==> src/rtl/sig_merge_pkg.sv <==
// Shared constants and types for the two-channel signal merger.
package sig_merge_pkg;

    localparam int DW_DEF    = 8;
    localparam int DEPTH_DEF = 2;
    localparam int CNT_W     = 16;

    typedef logic [0:0] ch_id_t;

endpackage

==> src/rtl/sig_merge_fifo.sv <==
// Per-channel buffer: DEPTH-entry FIFO with count register and wrapping pointers.
// Latency: a pushed word is visible on o_dat the cycle after the push.
// Backpressure: o_full raises at DEPTH entries; pushes while full and pops while empty are ignored.
module sig_merge_fifo
    import sig_merge_pkg::*;
#(
    parameter int DW    = DW_DEF,
    parameter int DEPTH = DEPTH_DEF
) (
    input  logic          i_clk,
    input  logic          i_rst,
    input  logic          i_push,
    input  logic [DW-1:0] i_dat,
    input  logic          i_pop,
    output logic [DW-1:0] o_dat,
    output logic          o_empty,
    output logic          o_full
);

    localparam int PW = $clog2(DEPTH);
    localparam int CW = $clog2(DEPTH + 1);
    localparam logic [PW-1:0] PTR_MAX = PW'(DEPTH - 1);
    localparam logic [CW-1:0] CNT_MAX = CW'(DEPTH);

    logic [DW-1:0] mem_q [DEPTH];
    logic [DW-1:0] mem_d [DEPTH];
    logic [PW-1:0] wr_ptr_q, wr_ptr_d;
    logic [PW-1:0] rd_ptr_q, rd_ptr_d;
    logic [CW-1:0] cnt_q, cnt_d;
    logic          do_push, do_pop;

    assign o_empty = (cnt_q == '0);
    assign o_full  = (cnt_q == CNT_MAX);
    assign o_dat   = mem_q[rd_ptr_q];
    assign do_push = i_push && !o_full;
    assign do_pop  = i_pop && !o_empty;

    always_comb begin
        mem_d    = mem_q;
        wr_ptr_d = wr_ptr_q;
        rd_ptr_d = rd_ptr_q;
        cnt_d    = cnt_q;
        if (do_push) begin
            mem_d[wr_ptr_q] = i_dat;
            wr_ptr_d = (wr_ptr_q == PTR_MAX) ? '0 : wr_ptr_q + PW'(1);
        end
        if (do_pop) begin
            rd_ptr_d = (rd_ptr_q == PTR_MAX) ? '0 : rd_ptr_q + PW'(1);
        end
        case ({do_push, do_pop})
            2'b10:   cnt_d = cnt_q + CW'(1);
            2'b01:   cnt_d = cnt_q - CW'(1);
            default: cnt_d = cnt_q;
        endcase
    end

    always_ff @(posedge i_clk) begin
        if (i_rst) begin
            wr_ptr_q <= '0;
            rd_ptr_q <= '0;
            cnt_q    <= '0;
        end else begin
            wr_ptr_q <= wr_ptr_d;
            rd_ptr_q <= rd_ptr_d;
            cnt_q    <= cnt_d;
        end
        mem_q <= mem_d;
    end

endmodule

==> src/rtl/sig_merge_arb.sv <==
// Merges two valid/ready channels into one registered, source-tagged stream with round-robin grant.
// Latency: a word accepted in cycle N reaches o_sig_vld in N+2 at the earliest; 1 word/cycle sustained.
// Backpressure: output register holds while i_sig_rdy=0; o_sig_rdyN drops when its buffer is full.
// SIG_MERGE_CNT_EN adds 16-bit per-channel grant counters on o_cnt0/o_cnt1.
module sig_merge_arb
    import sig_merge_pkg::*;
#(
    parameter int DW    = DW_DEF,
    parameter int DEPTH = DEPTH_DEF
) (
    input  logic             i_clk,
    input  logic             i_rst,
    input  logic             i_sig_vld0,
    input  logic [DW-1:0]    i_sig_dat0,
    output logic             o_sig_rdy0,
    input  logic             i_sig_vld1,
    input  logic [DW-1:0]    i_sig_dat1,
    output logic             o_sig_rdy1,
    output logic             o_sig_vld,
    output logic [DW-1:0]    o_sig_dat,
    output logic             o_sig_src,
    input  logic             i_sig_rdy
`ifdef SIG_MERGE_CNT_EN
    ,
    output logic [CNT_W-1:0] o_cnt0,
    output logic [CNT_W-1:0] o_cnt1
`endif
);

    logic          rdy_en_q, rdy_en_d;
    ch_id_t        ptr_q, ptr_d;
    logic          vld_q, vld_d;
    logic [DW-1:0] dat_q, dat_d;
    ch_id_t        src_q, src_d;

    logic [DW-1:0] f_dat0, f_dat1;
    logic          f_empty0, f_empty1, f_full0, f_full1;
    logic          push0, push1, pop0, pop1;
    logic          load_en, gnt_vld;
    ch_id_t        gnt;

    // rdy_en_q keeps ready low through reset and for the first cycle after it, from a flop only.
    assign o_sig_rdy0 = rdy_en_q && !f_full0;
    assign o_sig_rdy1 = rdy_en_q && !f_full1;
    assign push0      = i_sig_vld0 && o_sig_rdy0;
    assign push1      = i_sig_vld1 && o_sig_rdy1;
    assign load_en    = !vld_q || i_sig_rdy;

    sig_merge_fifo #(.DW(DW), .DEPTH(DEPTH)) u_fifo0 (
        .i_clk  (i_clk),
        .i_rst  (i_rst),
        .i_push (push0),
        .i_dat  (i_sig_dat0),
        .i_pop  (pop0),
        .o_dat  (f_dat0),
        .o_empty(f_empty0),
        .o_full (f_full0)
    );

    sig_merge_fifo #(.DW(DW), .DEPTH(DEPTH)) u_fifo1 (
        .i_clk  (i_clk),
        .i_rst  (i_rst),
        .i_push (push1),
        .i_dat  (i_sig_dat1),
        .i_pop  (pop1),
        .o_dat  (f_dat1),
        .o_empty(f_empty1),
        .o_full (f_full1)
    );

    always_comb begin
        gnt_vld = 1'b0;
        gnt     = ptr_q;
        if (load_en) begin
            if (!f_empty0 && !f_empty1) begin
                gnt_vld = 1'b1;
                gnt     = ptr_q;
            end else if (!f_empty0) begin
                gnt_vld = 1'b1;
                gnt     = 1'b0;
            end else if (!f_empty1) begin
                gnt_vld = 1'b1;
                gnt     = 1'b1;
            end
        end
    end

    assign pop0 = gnt_vld && (gnt == 1'b0);
    assign pop1 = gnt_vld && (gnt == 1'b1);

    always_comb begin
        rdy_en_d = 1'b1;
        ptr_d    = ptr_q;
        vld_d    = vld_q;
        dat_d    = dat_q;
        src_d    = src_q;
        if (load_en) begin
            vld_d = gnt_vld;
            if (gnt_vld) begin
                dat_d = (gnt == 1'b1) ? f_dat1 : f_dat0;
                src_d = gnt;
                ptr_d = ~gnt;
            end
        end
    end

    always_ff @(posedge i_clk) begin
        if (i_rst) begin
            rdy_en_q <= 1'b0;
            ptr_q    <= 1'b0;
            vld_q    <= 1'b0;
            dat_q    <= '0;
            src_q    <= 1'b0;
        end else begin
            rdy_en_q <= rdy_en_d;
            ptr_q    <= ptr_d;
            vld_q    <= vld_d;
            dat_q    <= dat_d;
            src_q    <= src_d;
        end
    end

    assign o_sig_vld = vld_q;
    assign o_sig_dat = dat_q;
    assign o_sig_src = src_q;

`ifdef SIG_MERGE_CNT_EN
    logic [CNT_W-1:0] cnt0_q, cnt0_d, cnt1_q, cnt1_d;

    always_comb begin
        cnt0_d = cnt0_q;
        cnt1_d = cnt1_q;
        if (pop0) cnt0_d = cnt0_q + CNT_W'(1);
        if (pop1) cnt1_d = cnt1_q + CNT_W'(1);
    end

    always_ff @(posedge i_clk) begin
        if (i_rst) begin
            cnt0_q <= '0;
            cnt1_q <= '0;
        end else begin
            cnt0_q <= cnt0_d;
            cnt1_q <= cnt1_d;
        end
    end

    assign o_cnt0 = cnt0_q;
    assign o_cnt1 = cnt1_q;
`endif

endmodule
==> config.mk <==
export PLATFORM = sky130hd
export DESIGN_NAME = sig_merge_arb
export DESIGN_NICKNAME = d
export VERILOG_FILES = /design/src/rtl/sig_merge_pkg.sv /design/src/rtl/sig_merge_fifo.sv /design/src/rtl/sig_merge_arb.sv
export SDC_FILE = /design/constraint.sdc
export NUM_CORES = 1
export LEC_CHECK = 0
export CAP_MARGIN = 20
export CORE_MARGIN = 2
export CORE_UTILIZATION = 65
export DETAILED_ROUTE_END_ITERATION = 8
export DONT_BUFFER_PORTS = 1
export MAX_ROUTING_LAYER = met4
export PLACE_DENSITY_LB_ADDON = 0.08
export SYNTH_ARGS = -nofsm -noshare
export SYNTH_HDL_FRONTEND = slang
export SYNTH_SLANG_ARGS = --single-unit
==> constraint.sdc <==
create_clock -name i_clk -period 2.8 [get_ports i_clk]
set_input_delay 0.56 -clock i_clk [delete_from_list [all_inputs] [get_ports i_clk]]
set_output_delay 0.56 -clock i_clk [all_outputs]
set_load 0.05 [all_outputs]
# Word level (Yosys, flattened, before mapping)
# Index checks and enable logic that the tools add are counted.
# W data, S select, Z words.
# word_totals
elab_cells	92
in_bits	21
regBits	52
output_inout_bits	12
# op_classes
n_bitwise	5
mux	28
n_lt_le_gt_ge	6
reduce_logical	24
n_addsub	8
n_eq_ne	6
# op_table
op	n
$mux W8	9
$bwmux W16	2
$demux W8 S1	2
$logic_and A1 B1 Y1	13
$mux W1	13
$eq A2 B2 Y1 const B	4
$ge A2 B2 Y1 const B	4
$not A1 Y2	4
$pmux W2 S2	2
$logic_not A1 Y1	5
$add A1 B1 Y1 const B	4
$add A2 B1 Y2 const B	2
$eq A2 B1 Y1 const B	2
$logic_not A2 Y1	2
$lt A2 B1 Y1 const B	2
$reduce_bool A2 Y1	2
$sub A2 B1 Y2 const B	2
$reduce_and A2 Y1	1
$logic_or A1 B1 Y1	1
$not A1 Y1	1

# Logic depth before layout (Yosys ltp)
# depth
depth_word	10
depth_mapped	9
depth_no_buf	7

# Modules after synthesis
# Synthesis repeated with hierarchy kept, for this count alone.
# hier_totals
cells_unflattened	169
hier_area_um2	2164.6
# modules_own_cells
mod	area_per_inst_um2	cells_per_inst	instances	seq_area_each_um2
sig_merge_fifo	775.7	49	2	560.5
sig_merge_arb	613.1	71	1	240.2

# Least setup slack after synthesis
# No wires, ideal clock.
# synth_timing
kind	flip-flop to flip-flop
from	register vld_q, in the netlist o_sig_vld
to	register u_fifo0.cnt_q[1]
arrival_time_ps	2056
synth_period_minus_slack_ps	2127
stages_incl_launch_ff	8
n_path_buf	1
setup_slack_ps	673
t_required_ps	2730
setup_time_ps	70
cell_sequence	dfxtp_1 nor2b_1 or3_1 buf_6 inv_1 ha_1 or3_1 a21oi_1
# synth_via
elab_chain_cells	8
elab_cells_between_ends	11
classes_between	eq/ne: 2; mux: 3; bitwise: 1; reduce/logical: 5
# synth_rtl
element	line	source
start, declared	sig_merge_arb.sv:32	logic vld_q, vld_d;
start signal, assigned	sig_merge_arb.sv:117	vld_q <= vld_d;
$logic_not A1 Y1 *	sig_merge_arb.sv:47	assign load_en = !vld_q || i_sig_rdy;
$logic_or A1 B1 Y1 *	sig_merge_arb.sv:47	
$mux W1	sig_merge_arb.sv:74	if (load_en) begin
$not A1 Y1	sig_merge_arb.sv:88	assign pop0 = gnt_vld && (gnt == 1'b0);
$logic_and A1 B1 Y1 *	sig_merge_arb.sv:88	
$logic_and A1 B1 Y1 *	sig_merge_fifo.sv:36	assign do_pop = i_pop && !o_empty;
via u_fifo0.do_pop	sig_merge_fifo.sv:30	logic do_push, do_pop;
$eq A2 B1 Y1 or $eq A2 B2 Y1 (tied branches)	sig_merge_fifo.sv:50	case ({do_push, do_pop})
$pmux W2 S2 or $reduce_bool A2 Y1 (tied branches)	-	
end signal, assigned	sig_merge_fifo.sv:65	cnt_q <= cnt_d;
end, declared	sig_merge_fifo.sv:29	logic [CW-1:0] cnt_q, cnt_d;
# The timed path passes the listed nets; every way through them passes the cells marked *.
# A chain may end at the register's enable or synchronous reset.

# Worst setup path in the final report
# layout_timing
from	register u_fifo0.cnt_q[0]
to	output port o_sig_rdy0
# layout_via
elab_chain_cells	3
# layout_rtl
element	line	source
$eq A2 B2 Y1	sig_merge_fifo.sv:33	assign o_full = (cnt_q == CNT_MAX);
$logic_not A1 Y1	sig_merge_arb.sv:43	assign o_sig_rdy0 = rdy_en_q && !f_full0;
$logic_and A1 B1 Y1	sig_merge_arb.sv:43	
end, declared	sig_merge_arb.sv:15	output logic o_sig_rdy0,
# Every way passes these cells.

==> metrics.md <==
| Metric | Value |
|---|---|
| Outcome | `finished clean` |
| TritonRoute pass-1 iters | `4` |
| Largest net degree at the start of global routing | `20` |
| Fin nets | `172` |
| Root buf cell | `clkbuf_4` |
| Peak VDD IR | `512 uV` |
| Worst path arrival time | `1.55 ns` |
| CTS tree | `yes` |
| CTS Hold Bufs | `0` |
| Clock skew | `0.0157 ns` |
| Ports | `33` |
| Post-synth ARST share | `0` |
| CORE AREA | `3050 um2` |
| DRC Markers | `0` |
| DR vias/cell | `6.21` |
| Drt total wl | `3.40 mm` |
| MaxCap Viol Count | `0` |
| Initial Utilization | `0.688` |
| Gr ovfl total | `0` |
| Worst skew pair latency | `0.37 ns` |
| Post-Syn Area per Cell | `14.0 um2` |
| Area added between synthesis and finish | `4.23%` |
| Clk slew on worst S/H paths | `0.15 ns` |
| Sequential cell area | `1360 um2` |
| Via Count | `1,205` |
| Unrepaired setup endpoints after global routing | `no` |
| Routability cong. | `around 0.75` |
| Pwr Total | `0.00240 W` |
| Syn Nets | `roughly 170` |
| Post-synth top area share | `0.457` |
| Post-DP HPWL | `2.48 mm` |
| CP startpoint kind | `register` |
| Critical Path, Cell by Cell | `nand2b_1, and2_1` |
| Cells after Synth | `150` |
| Rows | `20` |
| Gr usage total | `0.218` |
| Leakage power figure | `0.748 nW` |
| Yosys top cell by area | `edfxtp_1` |
| Resized cells post-CTS | `0` |
| Chip height | `60.9 um` |
| Post-CTS Setup Inserts | `0` |
| Tmin final | `2.11 ns` |
| Worst path max stage delay | `0.51 ns` |
| Buffers on Ports | `0` |
| N_diodes | `0` |
| Final cycle utilization of the critical path | `0.755` |
| Worst-Margin Slew | `slightly below 0.7 ns` |
| Worst Hold Class | `primary input to register` |
| Routed Antenna Nets | `0` |
| Total CTS buffers | `5` |
| Fin. max-slew vios | `0` |
| Iter 0 DRT Violations | `127` |
| Clock tree buffer depth | `2` |
| PD cells | `1100 nW/um2` |
| Crit path capture type | `output port` |
| Wire per inst | `17.5 um` |
| Reg-to-reg slack, setup | `0.73 ns` |
| Crit Path Class | `register to output port` |
| Crit path max-delay cell type | `dfxtp_1` |
| Die width | `60.9 um` |
| Vias in the first global route | `1,207` |
| Post-synth EDFFs | `32` |
| Setup violators final | `0` |
| Post-route setup TNS | `0 ns` |
| Mapped cell area | `~2100 um2` |
| Ranking of synthesized cells by area | `edfxtp_1 (46%), dfxtp_1 (19%), mux2_2 (4.3%)` |
| CTS H-tree lvls | `2` |
| Hold Fails Final Rpt | `0` |
| Fillers | `232` |
| CTS Sinks | `between 50 and 60` |
| Main synth FF type | `edfxtp_1` |
| Die area | `3700 um2` |
| Post-synth cell types | `32` |
| Worst Path Required | `2.24 ns` |
| Crit Path Max Fanout | `7` |
| Area of the multi-input gates | `654 um2` |
| Share of cells above drive strength 1 | `0.147` |
| Synthesis warning total | `0` |
| Yosys reg bits | `52` |
| Initial antenna violation count | `0` |
| Global-route wire length before repair | `5.46 mm` |
| Register area share after synthesis | `0.648` |
| Fmax | `~470 MHz` |
| Relative slew slack | `0.550` |
==> cell families (layout without fill, tap and decap cells) <==
kind of cell,Yosys count,in the layout,share of synthesized area
AOI/OAI and AO/OA,35,35,0.136
xor gates and xnor gates,4,4,0.0167
adders and majority gates,2,2,0.0119
buffers and inverters,16,16,0.0405
DFF,52,52,0.648
muxes,16,16,0.0810
and+or+nand+nor,25,25,0.0655
==> placed cells by master, fill, tap and decap left out <==
cell / instances
a21oi_1: 8
a31o_2: 2
a41oi_1: 8
and2_1: 2
buf_4: 1
clkbuf_16: 1
clkbuf_4: 5
clkbuf_8: 1
clkinv_4: 1
dfxtp_1: 20
edfxtp_1: 32
ha_1: 2
inv_1: 7
mux2_2: 8
mux2i_1: 8
nand2b_1: 3
nand3_1: 3
nand4_1: 2
nor2_1: 7
nor2b_1: 1
nor4_1: 1
o211a_1: 1
o21a_1: 1
o21ai_0: 3
o21ba_2: 1
o21bai_2: 1
o221a_1: 8
o31ai_1: 2
or2_2: 1
or3_1: 3
or4_1: 2
xnor2_1: 2
xor2_1: 2
==> routing by layer <==
| layer | track usage | up-vias | part of all wire |
|---|---|---|---|
| met5 | - | - | 0 |
| met4 | 0.0901 | 0 | 0.019 |
| met3 | 0.0682 | 6 | 0.068 |
| met2 | 0.355 | 51 | 0.53 |
| met1 | 0.250 | 572 | 0.38 |
| li1 | - | 576 | - |
==> stage by stage <==
step / util / hold WS, ns / cells / cell area, um2 / setup slack (ns)
2_1_floorplan: - / 0.498 / 150 / 2100 / 0.673
4_1_cts: 0.717 / 0.214 / 194 / 2190 / 0.679
3_5_place_dp: 0.689 / 0.539 / 186 / 2100 / 0.582
3_3_place_gp: 0.689 / 0.513 / 186 / 2100 / 0.700
5_1_grt: 0.717 / 0.194 / 194 / 2190 / 0.577
6_report: 0.717 / 0.235 / 194 / 2190 / 0.687
==> state kept, by name, summed over array words and instances, names as in the netlist <==
signal,cells
u_fifo0.mem_q,16
u_fifo1.mem_q,16
o_sig_dat,8
u_fifo0.cnt_q,2
u_fifo1.cnt_q,2
o_sig_src,1
o_sig_vld,1
ptr_q,1
rdy_en_q,1
u_fifo0.rd_ptr_q,1
u_fifo0.wr_ptr_q,1
u_fifo1.rd_ptr_q,1
u_fifo1.wr_ptr_q,1
==> final cells by class <==
class,instances,area share
sequential,52,0.622
clock inverter,1,0.00400
timing repair buffer,1,0.00343
inverter,7,0.0120
tap,44,0.0251
clock buffer,7,0.0349
multi-input combinational,82,0.299
==> synthesized netlist by cell type (2+ instances only) <==
| cell | instances |
|---|---|
| o21ai_0 | 3 |
| mux2i_1 | 8 |
| xor2_1 | 2 |
| dfxtp_1 | 20 |
| edfxtp_1 | 32 |
| a31o_2 | 2 |
| buf_2 | 2 |
| ha_1 | 2 |
| clkbuf_1 | 3 |
| and2_1 | 2 |
| o221a_1 | 8 |
| a41oi_1 | 8 |
| or4_1 | 2 |
| or3_1 | 3 |
| o31ai_1 | 2 |
| nand4_1 | 2 |
| a21oi_1 | 8 |
| nand3_1 | 3 |
| mux2_2 | 8 |
| nand2b_1 | 3 |
| xnor2_1 | 2 |
| nor2_1 | 7 |
| buf_6 | 3 |
| inv_1 | 7 |
==> where the power goes <==
part           switching, W  internal, W
Combinational      0.000398     0.000317
Sequential         0.000324     0.000958
Clock              0.000225     0.000179
Total              0.000947      0.00145
==> worst max-delay path, delay by kind of cell (launching register included) <==
| family | cells | cell delay [ns] |
|---|---|---|
| flip-flops | 1 | 0.51 |
| AND/OR/NAND/NOR | 2 | 0.67 |
==> path summary, 6_finish.rpt <==
| kind | from | cells after the start | endpoint |
|---|---|---|---|
| hold / removal | i_rst | 1 | u_fifo1.wr_ptr_q |
| setup / recovery | u_fifo0.cnt_q[0] | 2 | o_sig_rdy0 |
| setup reg to reg | u_fifo0.cnt_q[0] | 6 | u_fifo0.cnt_q[1] |
| hold reg to reg | u_fifo1.wr_ptr_q | 3 | u_fifo1.wr_ptr_q |
Note: power is estimated with default switching activity, not from simulation.
